$ cat src/rtl/speles_taimeris_pkg.sv
// Shared constants for the game countdown timer: game-state codes,
// timer FSM encodings and the BCD helper used for the display digits.
package speles_taimeris_pkg;

    localparam int TIME_W = 5;

    // Game state codes, identical to the ones the game logic drives
    localparam logic [1:0] ST_WELCOME = 2'd0;
    localparam logic [1:0] ST_READY   = 2'd1;
    localparam logic [1:0] ST_PLAY    = 2'd2;
    localparam logic [1:0] ST_LOST    = 2'd3;

    localparam logic [1:0] T_IDLE    = 2'd0;
    localparam logic [1:0] T_RUN     = 2'd1;
    localparam logic [1:0] T_EXPIRED = 2'd2;

    typedef struct packed {
        logic [3:0] tens;
        logic [3:0] ones;
    } bcd_t;

    // Remaining time never exceeds 31, so three compares replace a divider
    function automatic bcd_t to_bcd(input logic [TIME_W-1:0] v);
        bcd_t r;
        if (v >= TIME_W'(30)) begin
            r.tens = 4'd3;
            r.ones = 4'(v - TIME_W'(30));
        end else if (v >= TIME_W'(20)) begin
            r.tens = 4'd2;
            r.ones = 4'(v - TIME_W'(20));
        end else if (v >= TIME_W'(10)) begin
            r.tens = 4'd1;
            r.ones = 4'(v - TIME_W'(10));
        end else begin
            r.tens = 4'd0;
            r.ones = 4'(v);
        end
        return r;
    endfunction

endpackage

$ cat src/rtl/speles_taimeris_tick_prescaler.sv
// One-second tick generator: counts clk cycles, wraps at TICK_CYCLES-1 and
// reports whether it is in the first half of the second (warning blink phase).
module tick_prescaler #(
    parameter int TICK_CYCLES = 50000000
) (
    input  logic clk,
    input  logic rst,
    input  logic clear,
    input  logic enable,
    output logic tick,
    output logic half
);

    localparam int CW = (TICK_CYCLES > 1) ? $clog2(TICK_CYCLES) : 1;

    logic [CW-1:0] r_count;

    assign tick = enable && (r_count == CW'(TICK_CYCLES - 1));
    assign half = (r_count < CW'(TICK_CYCLES / 2));

    always_ff @(posedge clk) begin
        if (rst || clear) begin
            r_count <= '0;
        end else if (enable) begin
            if (tick) begin
                r_count <= '0;
            end else begin
                r_count <= r_count + 1'b1;
            end
        end
    end

endmodule

$ cat src/rtl/speles_taimeris.sv
// Round countdown timer: arms when the game enters PLAY with the start flag
// set, counts whole seconds down and flags expiry, warning and BCD digits.
module speles_taimeris
    import speles_taimeris_pkg::*;
#(
    parameter int TICK_CYCLES = 50000000,
    parameter int WARN_SECS   = 5
) (
    input  logic              clk,
    input  logic              rst,
    input  logic              time_f,
    input  logic [TIME_W-1:0] time_v,
    input  logic [1:0]        state,
    output logic              end_f,
    output logic [TIME_W-1:0] remaining,
    output logic [3:0]        secs_tens,
    output logic [3:0]        secs_ones,
    output logic              running,
    output logic              warn
);

    localparam logic [TIME_W-1:0] WARN_V = TIME_W'(WARN_SECS);

    logic              r_tf_s1, r_tf_s2;
    logic [1:0]        r_st_s1, r_st_s2, r_st_s3, r_state_s;
    logic [1:0]        r_fsm;
    logic [TIME_W-1:0] r_remaining;
    logic              r_end_f, r_running, r_warn;
    logic [3:0]        r_tens, r_ones;

    logic [1:0] w_state_next;
    logic       w_arm, w_tick, w_half, w_clear, w_enable;
    bcd_t       w_bcd;

    // A new game state is accepted only once two synchronized samples agree
    assign w_state_next = (r_st_s2 == r_st_s3) ? r_st_s2 : r_state_s;
    assign w_arm        = (w_state_next == ST_PLAY) && (r_state_s != ST_PLAY) && r_tf_s2;
    assign w_enable     = (r_fsm == T_RUN);
    assign w_clear      = w_arm || (r_fsm != T_RUN);
    assign w_bcd        = to_bcd(r_remaining);

    always_ff @(posedge clk) begin
        if (rst) begin
            r_tf_s1   <= 1'b0;
            r_tf_s2   <= 1'b0;
            r_st_s1   <= ST_WELCOME;
            r_st_s2   <= ST_WELCOME;
            r_st_s3   <= ST_WELCOME;
            r_state_s <= ST_WELCOME;
        end else begin
            r_tf_s1   <= time_f;
            r_tf_s2   <= r_tf_s1;
            r_st_s1   <= state;
            r_st_s2   <= r_st_s1;
            r_st_s3   <= r_st_s2;
            r_state_s <= w_state_next;
        end
    end

    tick_prescaler #(
        .TICK_CYCLES(TICK_CYCLES)
    ) u_prescaler (
        .clk   (clk),
        .rst   (rst),
        .clear (w_clear),
        .enable(w_enable),
        .tick  (w_tick),
        .half  (w_half)
    );

    // Arm has priority over everything; leaving PLAY beats a coincident tick
    always_ff @(posedge clk) begin
        if (rst) begin
            r_fsm       <= T_IDLE;
            r_remaining <= '0;
            r_end_f     <= 1'b0;
            r_running   <= 1'b0;
        end else if (w_arm) begin
            if (time_v == '0) begin
                r_fsm       <= T_EXPIRED;
                r_remaining <= '0;
                r_end_f     <= 1'b1;
                r_running   <= 1'b0;
            end else begin
                r_fsm       <= T_RUN;
                r_remaining <= time_v;
                r_end_f     <= 1'b0;
                r_running   <= 1'b1;
            end
        end else begin
            case (r_fsm)
                T_RUN: begin
                    if (w_state_next != ST_PLAY) begin
                        r_fsm     <= T_IDLE;
                        r_running <= 1'b0;
                    end else if (w_tick) begin
                        if (r_remaining > TIME_W'(1)) begin
                            r_remaining <= r_remaining - TIME_W'(1);
                        end else begin
                            r_remaining <= '0;
                            r_end_f     <= 1'b1;
                            r_running   <= 1'b0;
                            r_fsm       <= T_EXPIRED;
                        end
                    end
                end
                T_EXPIRED: begin
                    if (w_state_next != ST_PLAY) begin
                        r_fsm   <= T_IDLE;
                        r_end_f <= 1'b0;
                    end
                end
                T_IDLE: begin
                end
                default: begin
                    r_fsm     <= T_IDLE;
                    r_end_f   <= 1'b0;
                    r_running <= 1'b0;
                end
            endcase
        end
    end

    always_ff @(posedge clk) begin
        if (rst) begin
            r_warn <= 1'b0;
            r_tens <= 4'd0;
            r_ones <= 4'd0;
        end else begin
            r_warn <= r_running && (r_remaining <= WARN_V) && w_half;
            r_tens <= w_bcd.tens;
            r_ones <= w_bcd.ones;
        end
    end

    assign end_f     = r_end_f;
    assign remaining = r_remaining;
    assign secs_tens = r_tens;
    assign secs_ones = r_ones;
    assign running   = r_running;
    assign warn      = r_warn;

endmodule

$ cat config.mk
export PLATFORM = sky130hd
export DESIGN_NAME = speles_taimeris
export DESIGN_NICKNAME = d
export VERILOG_FILES = /design/src/rtl/speles_taimeris_pkg.sv /design/src/rtl/speles_taimeris_tick_prescaler.sv /design/src/rtl/speles_taimeris.sv
export SDC_FILE = /design/constraint.sdc
export NUM_CORES = 1
export LEC_CHECK = 0
export BUFFER_PORTS_ARGS = -buffer_cell sky130_fd_sc_hd__buf_2
export CORE_UTILIZATION = 45
export CTS_CLUSTER_DIAMETER = 50
export DETAILED_ROUTE_END_ITERATION = 16
export HOLD_SLACK_MARGIN = 0.06
export PLACE_DENSITY = 0.74
export SLEW_MARGIN = 20
export SYNTH_ARGS = -nofsm -noshare
export SYNTH_HDL_FRONTEND = slang
export SYNTH_SLANG_ARGS = --single-unit
$ cat constraint.sdc
create_clock -name clk -period 5.8 [get_ports clk]
set_input_delay 0.58 -clock clk [delete_from_list [all_inputs] [get_ports clk]]
set_output_delay 0.58 -clock clk [all_outputs]
set_load 0.03 [all_outputs]
==> flow_metrics.env, run 1 <==
export IMPL_status="finished clean"
export IMPL_crit_chain="inv_1, ha_1, or3b_2, a21oi_1, and3_2, or3b_2, nor4b_1"
export IMPL_numCtsBuffers=5
export IMPL_power_density_nw_per_um2=217
export IMPL_ant_nets=0
export IMPL_clock_path_buffers=2
export IMPL_worstRegToRegCells=7
export IMPL_cp_slowest_cell="or3b_2"
export IMPL_cts_tree="built"
export IMPL_drt_iter0_drc=113
export IMPL_via_per_inst=5.47
export IMPL_async_flop_share_pct=0
export IMPL_vias=2230
export IMPL_synth_xor_area_share_pct=8.38
export IMPL_final_max_slew_viol_count=0
export IMPL_start_util_pct=47.9
export IMPL_synth_edf_count=0
export IMPL_post_route_min_period_ns=2.44
export IMPL_drv_cap=0
export IMPL_die_width_um=79.7
export IMPL_p_sw_mw=0.129
export IMPL_fp_row_count=27
export IMPL_synth_compound_area_share_pct=13.7
export IMPL_nFillCells=555
export IMPL_clockRootBuffer="clkbuf_8"
export IMPL_cts_hold_buffers=0
export IMPL_layout_common_cells="52 x dfxtp_1, 38 x nor2_1, 24 x xnor2_1"
export IMPL_ios=26
export IMPL_power_share_switching_pct=20.0
export IMPL_p_comb_share_pct=2.5
export IMPL_fin_crit_sh_pct=42.1
export IMPL_hold_violations=0
export IMPL_path_buf_inv=1
export IMPL_yosysSeqAreaShare_pct=38.3
export IMPL_mostFrequentLayoutCell="dfxtp_1"
export IMPL_rsz0062_at_grt="false"
export IMPL_cp_end_kind="flip-flop"
export IMPL_tightest_slew_ns=1.02
export IMPL_post_cts_buffers=0
export IMPL_post_dp_cell_area_um2=2860
export IMPL_yosys_cell_types_count=58
export IMPL_design_area_um2=2990
export IMPL_max_freq_mhz=409
export IMPL_cts_resized=0
export IMPL_core_area_um2=5680
export IMPL_setup_viol=0
export IMPL_ff_latch_area_um2=1040
export IMPL_firstDrtPassIters=4
export IMPL_postSynthAreaPerCell_um2=8.55
export IMPL_p_int_mw=0.518
export IMPL_antenna_found_initial=0
export IMPL_synthSimpleGateAreaFrac_pct=28.9
export IMPL_htreeDepth=2
export IMPL_crit_path_max_fanout=9
export IMPL_fp_dieH_um=79.7
export IMPL_muxShareOfSynthArea_pct=0.782
export IMPL_path_depth=7
export IMPL_ir_drop_mv=0.180
export IMPL_path_clk_slew_ns=0.09
export IMPL_synth_area_leaders="dfxtp_1 38%, xnor2_1 7.7%, ha_1 5.5%, nor2_1 5.2%, nand2_1 2.9%"
export IMPL_worstHoldPathCells=1
export IMPL_cellLeakagePower_nw=1.04
export IMPL_grt_max_degree=27
export IMPL_grt_pass1_vias=2090
export IMPL_clock_sinks=52
export IMPL_largest_register_ffs=26
export IMPL_cp_arrival_ns=2.64
export IMPL_setup_tns_final_ns=0
export IMPL_p_clk_share_pct=41.7
export IMPL_ys_seq_elements=52
export IMPL_die_area_um2=6360
export IMPL_worstPathRequired_ns=6.00
export IMPL_ys_warnings_count=0
export IMPL_clock_skew_ns=0.00996
export IMPL_yosysTopAreaCell="dfxtp_1"
export IMPL_track_usage_pct=18.0
export IMPL_synth_top_family_by_area="simple AND/OR/NAND/NOR gates"
export IMPL_clock_latency_ns=0.30
export IMPL_seqPwrFrac_pct=55.8
export IMPL_yosysTopAreaCellShare_pct=38.3
export IMPL_nNetsFinal=357
export IMPL_synth_ff_type="dfxtp_1"
export IMPL_synthAdderAreaFrac_pct=5.52
export IMPL_drc=0
export IMPL_grt_pass1_wl_um=9280
export IMPL_grt_overflow=0
export IMPL_cpMostUsedCell="or3b_2"
export IMPL_path_delay_family="simple AND/OR/NAND/NOR gates"
export IMPL_min_path_type="reg2reg"
export IMPL_diodes=0
export IMPL_regMostFlops="u_prescaler.r_count"
export IMPL_port_buffers=23
export IMPL_globalplace_congestion=0.843
export IMPL_relSlewSlack_pct=31.5
export IMPL_crit_path_start_kind="flip-flop"
export IMPL_slowest_delay_ns=0.48
export IMPL_synthCells=318
export IMPL_hpwl_um=3870
export IMPL_drive_above_1_share_pct=13.1
export IMPL_syn_to_final_growth_pct=9.85
export IMPL_syn_area_um2=2720
export IMPL_drt_wl_total_um=5470
export IMPL_multi_input_area_um2=1570
export IMPL_path_class="reg2reg"
export IMPL_wl_per_cell_um=13.4
## path summary, 6_finish.rpt
path,endpoint,slack (ns),from
max,r_fsm[1],3.36,remaining[2]
min reg2reg,r_tf_s2,0.44,r_tf_s1
max reg2reg,r_fsm[1],3.36,remaining[2]
min,r_tf_s2,0.44,r_tf_s1
## layout make-up
cell class / count / share of cell area (%)
timing repair buffer: 23 / 3.85
tap: 72 / 3.02
inverter: 13 / 1.63
sequential: 52 / 34.9
multi-input combinational: 240 / 52.4
clock buffer: 7 / 3.23
clock inverter: 1 / 1.01
## worst reg2reg max path: cells and delay by family, from the launching register on
kind | cells | cell delay (ns)
DFF | 1 | 0.40
buffers and inverters | 1 | 0.20
AOI/OAI and AO/OA | 1 | 0.38
adders and majority gates | 1 | 0.27
and+or+nand+nor | 4 | 1.08
## power groups by stage
stage	registers (mW)	clock network, mW	logic (mW)
after floorplan	0.369	0	0.0112
after global placement	0.369	0	0.0155
after detailed placement	0.369	0	0.0159
after CTS	0.361	0.273	0.0160
after global routing	0.362	0.286	0.0177
final	0.361	0.270	0.0159
## stage by stage
step / setup slack (ns) / util (%) / total power, mW / instances / hold slack (ns)
3_3_place_gp: 3.50 / 50.4 / 0.385 / 400 / 0.416
2_1_floorplan: 3.44 / - / 0.380 / 319 / 0.414
5_1_grt: 3.13 / 52.6 / 0.665 / 408 / 0.467
3_5_place_dp: 3.40 / 50.4 / 0.385 / 400 / 0.425
4_1_cts: 3.38 / 52.6 / 0.651 / 408 / 0.447
6_report: 3.36 / 52.6 / 0.647 / 408 / 0.443
## metal layers
metal / up-vias / global-route usage, % / share of wire (%)
met1: 1045 / 23.5 / 50
met4: 0 / 5.54 / 1.3
met2: 28 / 30.4 / 47
met3: 6 / 2.74 / 1.9
li1: 1151 / - / -
met5: - / 0 / 0
## logic make-up (layout without fill, tap and decap cells)
| family | Yosys count | after routing |
|---|---|---|
| xor gates and xnor gates | 26 | 26 |
| DFF | 52 | 52 |
| buffers and inverters | 27 | 44 |
| muxes | 2 | 2 |
| other | 1 | 2 |
| adders and majority gates | 12 | 12 |
| and+or+nand+nor | 144 | 144 |
| AOI/OAI and AO/OA | 54 | 54 |
## Yosys cell counts (4+ instances only)
master    instances
o31ai_1           5
dfxtp_1          52
xnor2_1          24
nand3_1          10
nor2_1           38
a211oi_1          4
nor2b_1          10
o21ai_0           8
ha_1             12
and2_1            4
nor4_1            9
nand2_1          21
inv_1            13
nor3_1           12
a21oi_1          14
nand4_1           7
clkbuf_1          8
nand2b_1          5
Power figures use the tool's default switching activity.
==> run 2: changes to the inputs <==
==> constraint.sdc (replaced) <==
create_clock -name clk -period 2.45 [get_ports clk]
set_input_delay 0.245 -clock clk [delete_from_list [all_inputs] [get_ports clk]]
set_output_delay 0.245 -clock clk [all_outputs]
set_load 0.03 [all_outputs]
==> run 2 against run 1 <==
  * Sequential cell count unchanged
  * Combinational power increased by 150%
  * Cell area grew 0.29%
  * Core utilization grew 0.15 points
  * Hold slack got worse by 0.30 ns
  * First-iteration DRC count grew 90%
  * Routed wire length rose by 2.4%
==> flow_metrics.env, run 2 (synthesis gave the netlist of run 1 again) <==
export IMPL_fp_row_count=27
export IMPL_mostFrequentLayoutCell="dfxtp_1"
export IMPL_hold_violations=0
export IMPL_final_max_slew_viol_count=0
export IMPL_crit_path_start_kind="flip-flop"
export IMPL_cp_arrival_ns=2.45
export IMPL_ios=26
export IMPL_cts_hold_buffers=0
export IMPL_post_route_min_period_ns=2.27
export IMPL_firstDrtPassIters=5
export IMPL_fin_crit_sh_pct=92.5
export IMPL_ant_nets=0
export IMPL_worstHoldPathCells=2
export IMPL_worstRegToRegCells=8
export IMPL_tightest_slew_ns=0.623
export IMPL_post_dp_cell_area_um2=2910
export IMPL_core_area_um2=5680
export IMPL_drive_above_1_share_pct=14.0
export IMPL_clock_skew_ns=0.00574
export IMPL_status="finished clean"
export IMPL_die_width_um=79.7
export IMPL_antenna_found_initial=0
export IMPL_dp_slack_ns=0.244
export IMPL_largest_register_ffs=26
export IMPL_drv_cap=0
export IMPL_cts_tree="built"
export IMPL_relSlewSlack_pct=58.1
export IMPL_hpwl_um=3870
export IMPL_grt_overflow=0
export IMPL_min_to="r_st_s1[1]"
export IMPL_path_clk_slew_ns=0.09
export IMPL_ir_drop_mv=0.276
export IMPL_rrSetupSlack_ns=0.18
export IMPL_drt_wl_total_um=5600
export IMPL_path_class="reg2reg"
export IMPL_rr_startpoint="remaining[1]"
export IMPL_wl_per_cell_um=13.5
export IMPL_grt_pass1_vias=2131
export IMPL_grt_pass1_wl_um=9690
export IMPL_hold_path_startpoint="state[1]"
export IMPL_crit_path_max_fanout=7
export IMPL_cp_end_kind="flip-flop"
export IMPL_nNetsFinal=363
export IMPL_htreeDepth=2
export IMPL_drt_iter0_drc=215
export IMPL_met3_length_um=256
export IMPL_port_buffers=23
export IMPL_setup_viol=0
export IMPL_design_area_um2=3000
export IMPL_drc=0
export IMPL_cts_resized=0
export IMPL_worstPathRequired_ns=2.64
export IMPL_start_util_pct=47.9
export IMPL_syn_to_final_growth_pct=10.2
export IMPL_min_path_type="in2reg"
export IMPL_power_density_nw_per_um2=468
export IMPL_wl_met1_um=2700
export IMPL_clock_sinks=52
export IMPL_regMostFlops="u_prescaler.r_count"
export IMPL_numCtsBuffers=5
export IMPL_clock_latency_ns=0.31
export IMPL_route_met2_wl_um=2600
export IMPL_fp_dieH_um=79.7
export IMPL_vias=2299
export IMPL_max_freq_mhz=441
export IMPL_rsz0062_at_grt="false"
export IMPL_post_cts_buffers=0
export IMPL_diodes=0
export IMPL_clock_path_buffers=2
export IMPL_cellLeakagePower_nw=1.04
export IMPL_grt_max_degree=26
export IMPL_setup_tns_final_ns=0
export IMPL_r2r_end="remaining[1]"
export IMPL_worst_slack_ns=0.183
export IMPL_track_usage_pct=19.1
export IMPL_clockRootBuffer="clkbuf_8"
export IMPL_via_per_inst=5.55
export IMPL_layout_common_cells="52 x dfxtp_1, 38 x nor2_1, 24 x xnor2_1"
export IMPL_die_area_um2=6360
export IMPL_maxUsedRoutingLayer="met4"
export IMPL_globalplace_congestion=0.830
[run 2: worst max path at each step]
stage                      start      endpoint
floorplan           remaining[2]       running
global placement    remaining[1]  remaining[2]
detailed placement  remaining[1]  remaining[1]
CTS                 remaining[1]  remaining[1]
global route        remaining[1]  remaining[1]
finish              remaining[1]  remaining[1]
[run 2: report_power, final]
| part | total, mW | internal, mW | switching [mW] |
|---|---|---|---|
| registers | 0.855 | 0.850 | 0.00486 |
| logic | 0.0393 | 0.0161 | 0.0232 |
| clock network | 0.507 | 0.231 | 0.276 |
| total | 1.40 | 1.10 | 0.304 |
[run 2: cell type report]
| cell class | count | area [µm²] |
|---|---|---|
| sequential | 52 | 1040 |
| fill | 534 | 2680 |
| tap | 72 | 90.1 |
| multi-input combinational | 240 | 1570 |
| timing repair buffer | 29 | 160 |
| clock buffer | 8 | 90.1 |
| inverter | 13 | 48.8 |
[run 2: routing by layer]
metal | up-vias | GRT usage, %
li1 | 1164 | -
met5 | - | 0
met3 | 8 | 3.89
met1 | 1073 | 25.6
met2 | 54 | 30.3
met4 | 0 | 6.61
[run 2: worst max-delay path, cell delays in order (launching register included)]
cell	delay [ns]
dfxtp_1	0.38
inv_1	0.16
ha_1	0.26
or3b_2	0.49
a21oi_1	0.22
buf_4	0.17
nor3_1	0.04
a2111oi_0	0.34
a211oi_1	0.09
[run 2: through the flow]
stage | util (%) | instances | power, mW | hold slack (ns)
6_report | 52.8 | 414 | 1.40 | 0.145
5_1_grt | 52.8 | 414 | 1.46 | 0.155
4_1_cts | 52.8 | 414 | 1.42 | 0.135
3_5_place_dp | 51.2 | 406 | 0.914 | 0.422
3_3_place_gp | 51.2 | 406 | 0.913 | 0.415
2_1_floorplan | - | 319 | 0.901 | 0.317
